[src/rtl/hwpf_prefetch_responder.sv]
// Target end of the HW-prefetcher dcache channel: queues CMO prefetches, filters duplicates/illegal ops,
// forwards to the miss engine and returns one response per request. Filter enabled by HWPF_PREFETCH_RSP_FILTER_EN.
module hwpf_prefetch_responder #(
  parameter int unsigned DEPTH          = 4,
  parameter int unsigned FILTER_ENTRIES = 8,
  parameter int unsigned NLINE_W        = 26,
  parameter int unsigned TID_W          = 6
) (
  input  logic               clk_i,
  input  logic               rst_ni,
  input  logic               req_valid_i,
  output logic               req_ready_o,
  input  logic [NLINE_W-1:0] req_nline_i,
  input  logic [3:0]         req_op_i,
  input  logic [2:0]         req_size_i,
  input  logic [TID_W-1:0]   req_tid_i,
  input  logic               req_need_rsp_i,
  output logic               mem_req_valid_o,
  input  logic               mem_req_ready_i,
  output logic [NLINE_W-1:0] mem_req_nline_o,
  output logic               rsp_valid_o,
  output logic [TID_W-1:0]   rsp_tid_o,
  output logic               rsp_error_o,
  input  logic               filter_clear_i,
  output logic               busy_o
);

  localparam int unsigned PTR_W        = $clog2(DEPTH);
  localparam logic [3:0]  OP_CMO       = 4'h2;
  localparam logic [2:0]  CMO_PREFETCH = 3'h1;

  function automatic logic is_legal(input logic [3:0] op, input logic [2:0] size);
    return (op == OP_CMO) && (size == CMO_PREFETCH);
  endfunction

  logic [NLINE_W-1:0] fifo_nline [DEPTH];
  logic [TID_W-1:0]   fifo_tid   [DEPTH];
  logic               fifo_need  [DEPTH];
  logic               fifo_err   [DEPTH];
  logic [PTR_W:0]     wptr_p0, rptr_p0;

  logic               full, empty, push, pop;
  logic               head_vld, head_illegal, head_hit, head_fwd, fwd_fire;
  logic [NLINE_W-1:0] head_nline;
  logic               filter_hit;

  logic               rsp_vld_p1;
  logic [TID_W-1:0]   rsp_tid_p1;
  logic               rsp_err_p1;

  // Stage p0: request FIFO and head-entry decision
  assign empty = (wptr_p0 == rptr_p0);
  assign full  = (wptr_p0[PTR_W] != rptr_p0[PTR_W]) &&
                 (wptr_p0[PTR_W-1:0] == rptr_p0[PTR_W-1:0]);
  assign push  = req_valid_i && !full;

  assign head_vld     = !empty;
  assign head_nline   = fifo_nline[rptr_p0[PTR_W-1:0]];
  assign head_illegal = head_vld && fifo_err[rptr_p0[PTR_W-1:0]];
  assign head_hit     = head_vld && !head_illegal && filter_hit;
  assign head_fwd     = head_vld && !head_illegal && !filter_hit;
  assign fwd_fire     = head_fwd && mem_req_ready_i;
  assign pop          = head_illegal || head_hit || fwd_fire;

  always_ff @(posedge clk_i) begin
    if (push) begin
      fifo_nline[wptr_p0[PTR_W-1:0]] <= req_nline_i;
      fifo_tid[wptr_p0[PTR_W-1:0]]   <= req_tid_i;
      fifo_need[wptr_p0[PTR_W-1:0]]  <= req_need_rsp_i;
      fifo_err[wptr_p0[PTR_W-1:0]]   <= !is_legal(req_op_i, req_size_i);
    end
  end

  always_ff @(posedge clk_i or negedge rst_ni) begin
    if (!rst_ni) begin
      wptr_p0 <= '0;
      rptr_p0 <= '0;
    end else begin
      if (push) wptr_p0 <= wptr_p0 + 1'b1;
      if (pop)  rptr_p0 <= rptr_p0 + 1'b1;
    end
  end

`ifdef HWPF_PREFETCH_RSP_FILTER_EN
  localparam int unsigned RR_W = (FILTER_ENTRIES > 1) ? $clog2(FILTER_ENTRIES) : 1;

  logic [NLINE_W-1:0]        flt_nline [FILTER_ENTRIES];
  logic [FILTER_ENTRIES-1:0] flt_vld;
  logic [RR_W-1:0]           flt_rr;

  always_comb begin
    filter_hit = 1'b0;
    for (int i = 0; i < FILTER_ENTRIES; i++) begin
      if (flt_vld[i] && (flt_nline[i] == head_nline)) filter_hit = 1'b1;
    end
  end

  always_ff @(posedge clk_i) begin
    if (fwd_fire) flt_nline[flt_rr] <= head_nline;
  end

  // A clear in the same cycle as an insert also drops the new entry
  always_ff @(posedge clk_i or negedge rst_ni) begin
    if (!rst_ni) begin
      flt_vld <= '0;
      flt_rr  <= '0;
    end else begin
      if (filter_clear_i)  flt_vld         <= '0;
      else if (fwd_fire)   flt_vld[flt_rr] <= 1'b1;
      if (fwd_fire) begin
        flt_rr <= (flt_rr == RR_W'(FILTER_ENTRIES - 1)) ? '0 : flt_rr + 1'b1;
      end
    end
  end
`else
  logic unused_filter_clear;
  assign filter_hit          = 1'b0;
  assign unused_filter_clear = filter_clear_i ^ (FILTER_ENTRIES == 0);
`endif

  // Stage p1: registered response, one cycle after the pop
  always_ff @(posedge clk_i or negedge rst_ni) begin
    if (!rst_ni) begin
      rsp_vld_p1 <= 1'b0;
      rsp_tid_p1 <= '0;
      rsp_err_p1 <= 1'b0;
    end else begin
      rsp_vld_p1 <= pop && fifo_need[rptr_p0[PTR_W-1:0]];
      rsp_tid_p1 <= (pop && fifo_need[rptr_p0[PTR_W-1:0]]) ? fifo_tid[rptr_p0[PTR_W-1:0]] : '0;
      rsp_err_p1 <= pop && fifo_need[rptr_p0[PTR_W-1:0]] && head_illegal;
    end
  end

  assign req_ready_o     = !full;
  assign mem_req_valid_o = head_fwd;
  assign mem_req_nline_o = head_fwd ? head_nline : '0;
  assign rsp_valid_o     = rsp_vld_p1;
  assign rsp_tid_o       = rsp_tid_p1;
  assign rsp_error_o     = rsp_err_p1;
  assign busy_o          = !empty || rsp_vld_p1;

endmodule

[config.mk]
export PLATFORM = sky130hd
export DESIGN_NAME = hwpf_prefetch_responder
export DESIGN_NICKNAME = d
export VERILOG_FILES = /design/src/rtl/hwpf_prefetch_responder.sv
export SDC_FILE = /design/constraint.sdc
export NUM_CORES = 1
export LEC_CHECK = 0
export BUFFER_PORTS_ARGS = -buffer_cell sky130_fd_sc_hd__buf_2
export CORE_MARGIN = 2
export CORE_UTILIZATION = 35
export CTS_BUF_LIST = sky130_fd_sc_hd__clkbuf_16
export DETAILED_ROUTE_END_ITERATION = 7
export GPL_ROUTABILITY_DRIVEN = 0
export SLEW_MARGIN = 30
export SYNTH_ARGS = -nofsm -noshare
export SYNTH_HDL_FRONTEND = slang
export SYNTH_SLANG_ARGS = --single-unit
[constraint.sdc]
create_clock -name clk_i -period 2.46 [get_ports clk_i]
set_input_delay 0.492 -clock clk_i [delete_from_list [all_inputs] [get_ports clk_i]]
set_output_delay 0.492 -clock clk_i [all_outputs]
set_load 0.1 [all_outputs]
=== Word level (Yosys, flattened, before mapping) ===
Memory sizes are Yosys's and may differ from the RTL's.
Index checks and enable logic that the tools add are counted.

* Bits in registers: 14
* Bits in latches: 0
* RAM bits: 136
* Bits in read-only memories: 0
* Input bits: 45
* Output and inout port bits: 37
* Memories kept: 4

* Add/subtract/negate cells: 2
* Multiply operators: 0
* Divide/modulo/power cells: 0
* $lt $le $gt $ge: 0
* Equal/unequal tests: 5
* Shift-type cells: 0
* Mux-type cells: 4
* Bitwise operators: 0
* Reductions and logical operators: 14

{| class="wikitable"
|+ Memory list
! name !! depth !! bits a word !! read ports !! clocked after memory_dff !! wr ports !! line !! RTL
|-
| fifo_nline || 4 || 26 || 1 || 0 || 1 || 36 || <nowiki>logic [NLINE_W-1:0] fifo_nline [DEPTH];</nowiki>
|-
| fifo_tid || 4 || 6 || 1 || 0 || 1 || 37 || <nowiki>logic [TID_W-1:0] fifo_tid [DEPTH];</nowiki>
|-
| fifo_err || 4 || 1 || 1 || 0 || 1 || 39 || <nowiki>logic fifo_err [DEPTH];</nowiki>
|-
| fifo_need || 4 || 1 || 1 || 0 || 1 || 38 || <nowiki>logic fifo_need [DEPTH];</nowiki>
|}

{| class="wikitable"
|+ Operators with widths
! kind !! number
|-
| $mux W26 || 1
|-
| $logic_and A1 B1 Y1 || 8
|-
| $add A3 B1 Y3 const B || 2
|-
| $mux W6 || 1
|-
| $eq A4 B2 Y1 const B || 1
|-
| $logic_not A1 Y1 || 4
|-
| $eq A3 B1 Y1 const B || 1
|-
| $eq A3 B3 Y1 || 1
|-
| $eq A2 B2 Y1 || 1
|-
| $logic_or A1 B1 Y1 || 2
|-
| $mux W1 || 2
|-
| $ne A1 B1 Y1 || 1
|}

=== Logic depth before layout (Yosys ltp) ===
Gate-level depths: netlist of run 1.

* Word-level depth: 9
* Depth in mapped cells: 6
* Mapped depth without buffers: 4

=== Least setup slack after synthesis of run 1 ===
OpenSTA, ideal clock, no wires.

* Path kind: reg-to-reg
* Start point: register rptr_p0[1]
* End point: register wptr_p0[2]
* Library setup time: 0.180 ns
* Arrival time: 2.406 ns
* Data required time: 2.280 ns
* Setup slack: -0.126 ns
* Cell stages (with the launch flop): 6
* Path buffers: 1
* Cells stage by stage: dfrtp_1 buf_6 xnor2_1 nand3_2 and3_1 xor2_1

* Longest elaborated chain between the ends: 4

{| class="wikitable"
|+ RTL lines
! what !! line !! RTL
|-
| start, declared || 40 || <nowiki>logic [PTR_W:0] wptr_p0, rptr_p0;</nowiki>
|-
| start signal, assigned || 80 || <nowiki>if (pop) rptr_p0 <= rptr_p0 + 1'b1;</nowiki>
|-
| $eq A2 B2 Y1 || 54 || <nowiki>(wptr_p0[PTR_W-1:0] == rptr_p0[PTR_W-1:0]);</nowiki>
|-
| $logic_and A1 B1 Y1 || 53 || <nowiki>assign full = (wptr_p0[PTR_W] != rptr_p0[PTR_W]) &&</nowiki>
|-
| $logic_not A1 Y1 || -- ||
|-
| named net req_ready_o || 12 || <nowiki>output logic req_ready_o,</nowiki>
|-
| $logic_and A1 B1 Y1 || 55 || <nowiki>assign push = req_valid_i && !full;</nowiki>
|-
| end signal, assigned || 79 || <nowiki>if (push) wptr_p0 <= wptr_p0 + 1'b1;</nowiki>
|-
| end, declared || 40 ||
|}

The timed path passes the listed nets, and every way through them passes these cells.
A chain may end at the register's enable or synchronous reset.

=== Worst setup path after layout of run 1 ===
* Start point: register rptr_p0[0]
* End point: output mem_req_nline_o[21]

* Longest elaborated chain between the ends: 6
* Elaborated cells between the ends (all ways): 8
* Those cells by class: 1 x eq/ne; 1 x mux; 4 x reduce/logical; 2 x memory

{| class="wikitable"
|+ RTL lines
! what !! line !! RTL
|-
| parallel branches: the longest is 5 deep, another holds $mem_v2 Z4 W1 || -- ||
|-
| $mux W26 (*) || 136 || <nowiki>assign mem_req_nline_o = head_fwd ? head_nline : '0;</nowiki>
|-
| end, declared || 20 || <nowiki>output logic [NLINE_W-1:0] mem_req_nline_o,</nowiki>
|}

Mark *: on every way between the ends.

==> results of run 1 <==
-- cells in the mapped netlist, drive strengths merged --
library cell	instances	area, µm²
xor2	2	17.5
nand2	4	15.0
nor3b	1	7.51
nor2b	7	43.8
a22oi	1	12.5
nand3	3	25.0
and3	31	194
mux4	34	785
clkinv	1	5.00
nor2	1	3.75
nor4b	1	8.76
edfxtp	136	4080
mux2	2	26.3
mux2i	2	20.0
nand3b	1	11.3
clkbuf	2	7.51
xnor2	5	43.8
or2	1	6.26
dfrtp	14	350
ha	5	62.6
buf	11	109
inv	4	15.0
-- flip-flops by register name, indices dropped and copies added, names as in the netlist --
name,cells
rsp_tid_o,6
fifo_err,4
rptr_p0,3
rsp_valid_o,1
fifo_nline,104
fifo_need,4
fifo_tid,24
wptr_p0,3
rsp_error_o,1
-- logic make-up (layout without fill, tap and decap cells) --
logic type	after synthesis	in the layout	synth area share, %
muxes	38	38	14.2
xor gates and xnor gates	7	7	1.05
DFF	150	150	75.8
AOI/OAI and AO/OA	1	1	0.214
adders and majority gates	5	5	1.07
and+or+nand+nor	50	50	5.39
buffers and inverters	18	138	2.33
-- worst max-delay path, cell delays in order, from the launching register on --
cell and delay (ns):
dfrtp_2 0.41, mux4_2 0.59, buf_12 0.18, clkinv_8 0.06, and3_1 0.20, buf_12 0.18
-- worst paths after layout --
check,start,endpoint,cells past startpoint
setup / recovery,rptr_p0[0]$_DFFE_PN0P_,mem_req_nline_o[21],5
hold / removal,req_nline_i[20],fifo_nline[0][20]$_DFFE_PP_,1
setup reg to reg,rptr_p0[0]$_DFFE_PN0P_,fifo_nline[2][16]$_DFFE_PP_,4
hold reg to reg,wptr_p0[2]$_DFFE_PN0P_,wptr_p0[2]$_DFFE_PN0P_,1
max in group asynchronous,rst_ni,rptr_p0[1]$_DFFE_PN0P_,2
min in group asynchronous,rst_ni,rptr_p0[0]$_DFFE_PN0P_,2
-- area by class of cell --
cell class / count / area share [%]
clock buffers: 17 / 5.45
repair inverters: 2 / 0.417
repair buffers: 99 / 13.7
inverters: 5 / 0.337
flip-flops and latches: 150 / 56.8
clock inverters: 15 / 1.57
multi-input cells: 101 / 18.2
well taps: 220 / 3.53
-- per-layer routing --
layer	global-route usage, %	vias up
met4	5.50	0
met1	16.6	1511
li1	-	1316
met2	23.2	57
met5	0	-
met3	3.88	12
-- through the flow --
step | setup slack [ns] | cells
finish | -0.0735 | 609
CTS | -0.105 | 604
floorplan | 0.00840 | 269
global route | -0.132 | 609
global placement | 0.175 | 562
detailed placement | 0.188 | 562
-- what timing repair did --
item / in CTS / in global routing
buffers inserted: 7 / 3
gates cloned: 2 / 2
hold endpoints to repair: 14 / 0
setup endpoints to repair: 28 / 28
resized for setup: 10 / 34
hold buffers: 1 / 0
pin swaps: 0 / 2
==> out/metrics.cfg, run 1 <==
[synthesis]
synth_fp_nets=319
seq_area_frac_synth_pct=75.8
synth_area_um2=5850
yosys_warnings=0
avgSynthCellArea_um2=21.8
synth-seq-cells=150
synthCells=269
yosysUniqueCellTypes=27

[timing]
max-slew-margin-rel_pct=38.6
layout_setup_ws_ns=-0.0735
finalHoldViolations=0
setup_viol=25
worst_pin_slew_ns=0.922
fmax_ghz=0.395
finalCriticalPeriod_ns=2.53
hold_ws_ns=0.289
slew_violations=0
min_period_over_period_pct=103
skew_ns=0.00791
setup-tns-final_ns=-0.880
rsz0062_at_grt=true

[route]
drt-vias-per-instance=4.76
antenna_left=0
wire_per_inst_um=19.2
vias=2896
drt-met1-wl_um=4960
dr_wl_met3_um=472
drt-pass1-iter-count=4
wirelength_um=11700
first_iter_violations=187
drc=0
highest_layer=met4
dr_wl_met2_um=6080

[clocking]
clk_pin_slew_ns=0.06
cts_buffers=17
cts_root_buffer=clkbuf_16
insertion_delay_ns=0.42
cts_sinks=150
clockBufferDepth=2
h-tree-depth=4
cts_tree=built

[cells_and_area]
seq_area_um2=4440
fin_area_um2=7810
finish.utilization_pct=47.4
drive_above_1_share_pct=49.4
area_delta_synth_final_pct=33.4
nFillCells=1418
num_antenna_cells=0
multi_input_area_um2=1420
final_cell_mix=edfxtp_1, buf_2, buf_12
final_nets=426
final_common_cell=edfxtp_1

[floorplan]
rows=47
core_um2=16500
die-width_um=133
fp.dieH_um=133
io_pins=82
start_util_pct=35.5
dieArea_um2=17800

[worst_setup_path]
critPathKind=flop to primary output
r2r_slack_ns=0.32
cp-start-kind=flop
critPathRequiredTime_ns=1.97
crit_path_end_kind=primary output
path_max_fanout=7
crit_arrival_ns=2.04

[global_route]
grt_first_pass_wirelength_um=17800
overflow=0
grt_use_total_pct=13.7
grt_pass1_vias=3149
grt_max_degree=36
grt_antenna_before_repair=0

[outcome]
status=finished with violations
violations=setup timing

[flow_run]
drv_cap=0

[placement]
placed_area_um2=6920
dp_hpwl_um=6450
numPortBuffers=80

[min_path]
hold_class=primary input to flop

Power of run 1 is not shown: default switching activity piles up to over one toggle a cycle in this logic, so the estimate is an artifact.
==> run 2: changes to the inputs <==
--- a/config.mk
+++ b/config.mk
@@ -7,7 +7,7 @@
 export LEC_CHECK = 0
 export BUFFER_PORTS_ARGS = -buffer_cell sky130_fd_sc_hd__buf_2
 export CORE_MARGIN = 2
-export CORE_UTILIZATION = 35
+export CORE_UTILIZATION = 27
 export CTS_BUF_LIST = sky130_fd_sc_hd__clkbuf_16
 export DETAILED_ROUTE_END_ITERATION = 7
 export GPL_ROUTABILITY_DRIVEN = 0
==> out/metrics.cfg, run 2 (same netlist as run 1, synthesis figures left out) <==
[clocking]
h-tree-depth=4
cts_tree=built
clk_pin_slew_ns=0.06
cts_root_buffer=clkbuf_16
cts_buffers=17
clockBufferDepth=2
insertion_delay_ns=0.41
cts_sinks=150

[timing]
rsz0062_at_grt=true
min_period_over_period_pct=103
setup-tns-final_ns=-1.61
finalHoldViolations=0
layout_setup_ws_ns=-0.0771
worst_pin_slew_ns=0.603
finalCriticalPeriod_ns=2.54
fmax_ghz=0.394
slew_violations=0
setup_viol=27
max-slew-margin-rel_pct=59.8
skew_ns=0.00780

[cells_and_area]
finish.utilization_pct=37.5
area_delta_synth_final_pct=35.4
final_nets=422
drive_above_1_share_pct=51.4
final_common_cell=edfxtp_1
final_cell_mix=edfxtp_1, buf_2, buf_12
largest_register_ffs=104
fin_area_um2=7930
num_antenna_cells=0
nFillCells=1878

[floorplan]
core_um2=21200
rows=53
dieArea_um2=22900
fp.dieH_um=151
die-width_um=151
io_pins=82
start_util_pct=27.7

[route]
wirelength_um=12000
antenna_left=0
wire_per_inst_um=18.2
drt-pass1-iter-count=4
drc=0
first_iter_violations=121
drt-vias-per-instance=4.37
vias=2886

[placement]
dp_hpwl_um=6950
numPortBuffers=80
placed_area_um2=6980

[worst_setup_path]
cpMostUsedCell=buf_12
crit_path_end_kind=primary output
r2r_slack_ns=0.46
critPathKind=flop to primary output
path_max_fanout=7
crit_arrival_ns=2.05
crit_path_max_incr_delay_ns=0.55
path_cells=mux4_2 > buf_12 > clkinv_8 > and3_4 > buf_12
critPathRequiredTime_ns=1.97
cp_slowest_cell=mux4_2
cp-start-kind=flop

[global_route]
grt_pass1_vias=3069
grt_first_pass_wirelength_um=17800
grt_use_total_pct=11.0
grt_max_degree=36
grt_antenna_before_repair=0
overflow=0

[flow_run]
drv_cap=0

[outcome]
violations=setup timing
status=finished with violations

[min_path]
hold_class=primary input to flop

run 2: cell types whose count changed in the layout (fill, tap and decap cells not counted), moves of 3 or more:
cell      before  now
and3_1         7    1
clkinv_4       1    6
buf_4         10    6
clkinv_1       4    1
inv_1          6    3
and3_4        23   30
run 2: worst paths after layout:
path	from	to	cells after the start
setup / recovery	rptr_p0[0]$_DFFE_PN0P_	mem_req_nline_o[19]	5
hold reg to reg	rptr_p0[2]$_DFFE_PN0P_	rptr_p0[2]$_DFFE_PN0P_	1
min in group asynchronous	rst_ni	rsp_valid_o$_DFF_PN0_	2
setup reg to reg	rptr_p0[0]$_DFFE_PN0P_	fifo_nline[3][20]$_DFFE_PP_	4
max in group asynchronous	rst_ni	rptr_p0[0]$_DFFE_PN0P_	2
hold / removal	req_nline_i[11]	fifo_nline[3][11]$_DFFE_PP_	1
run 2: timing repair:
action,4_1_cts,5_1_grt
pin swaps,3,1
gates resized for setup,42,6
hold endpoints to repair,14,0
setup buffers,5,0
cloned,3,1
hold buffers,1,0
endpoints found under the setup margin,28,28
run 2: layer usage:
| metal | vias up | track usage, % | share of wire [%] |
|---|---|---|---|
| met1 | 1496 | 12.8 | 41 |
| met3 | 14 | 2.77 | 4.3 |
| met2 | 67 | 19.4 | 53 |
| li1 | 1309 | - | - |
| met4 | 0 | 4.63 | 1.5 |
| met5 | - | 0 | 0 |
run 2: critical path, delay by kind of cell, from the launching register on:
family / cells / cell delay [ns]
flip-flops: 1 / 0.44
multiplexers: 1 / 0.55
buffers and inverters: 3 / 0.41
AND/OR/NAND/NOR: 1 / 0.21
run 2: per-stage QoR:
step	setup slack (ns)	hold WS [ns]	instances
floorplan	0.00840	0.196	269
global placement	0.128	0.412	618
detailed placement	0.0986	0.421	618
CTS	-0.113	0.266	659
global route	-0.141	0.272	660
finish	-0.0771	0.288	660
run 2: area by class of cell:
type	count	area (µm²)	share of cell area, %
repair buffers	94	1020	12.9
clock inverters	15	178	2.24
well taps	275	344	4.34
repair inverters	3	33.8	0.426
clock buffers	17	425	5.37
inverters	5	31.3	0.395
multi-input cells	101	1460	18.4
flip-flops and latches	150	4440	56.0
Power of run 2 is left out for the same reason.
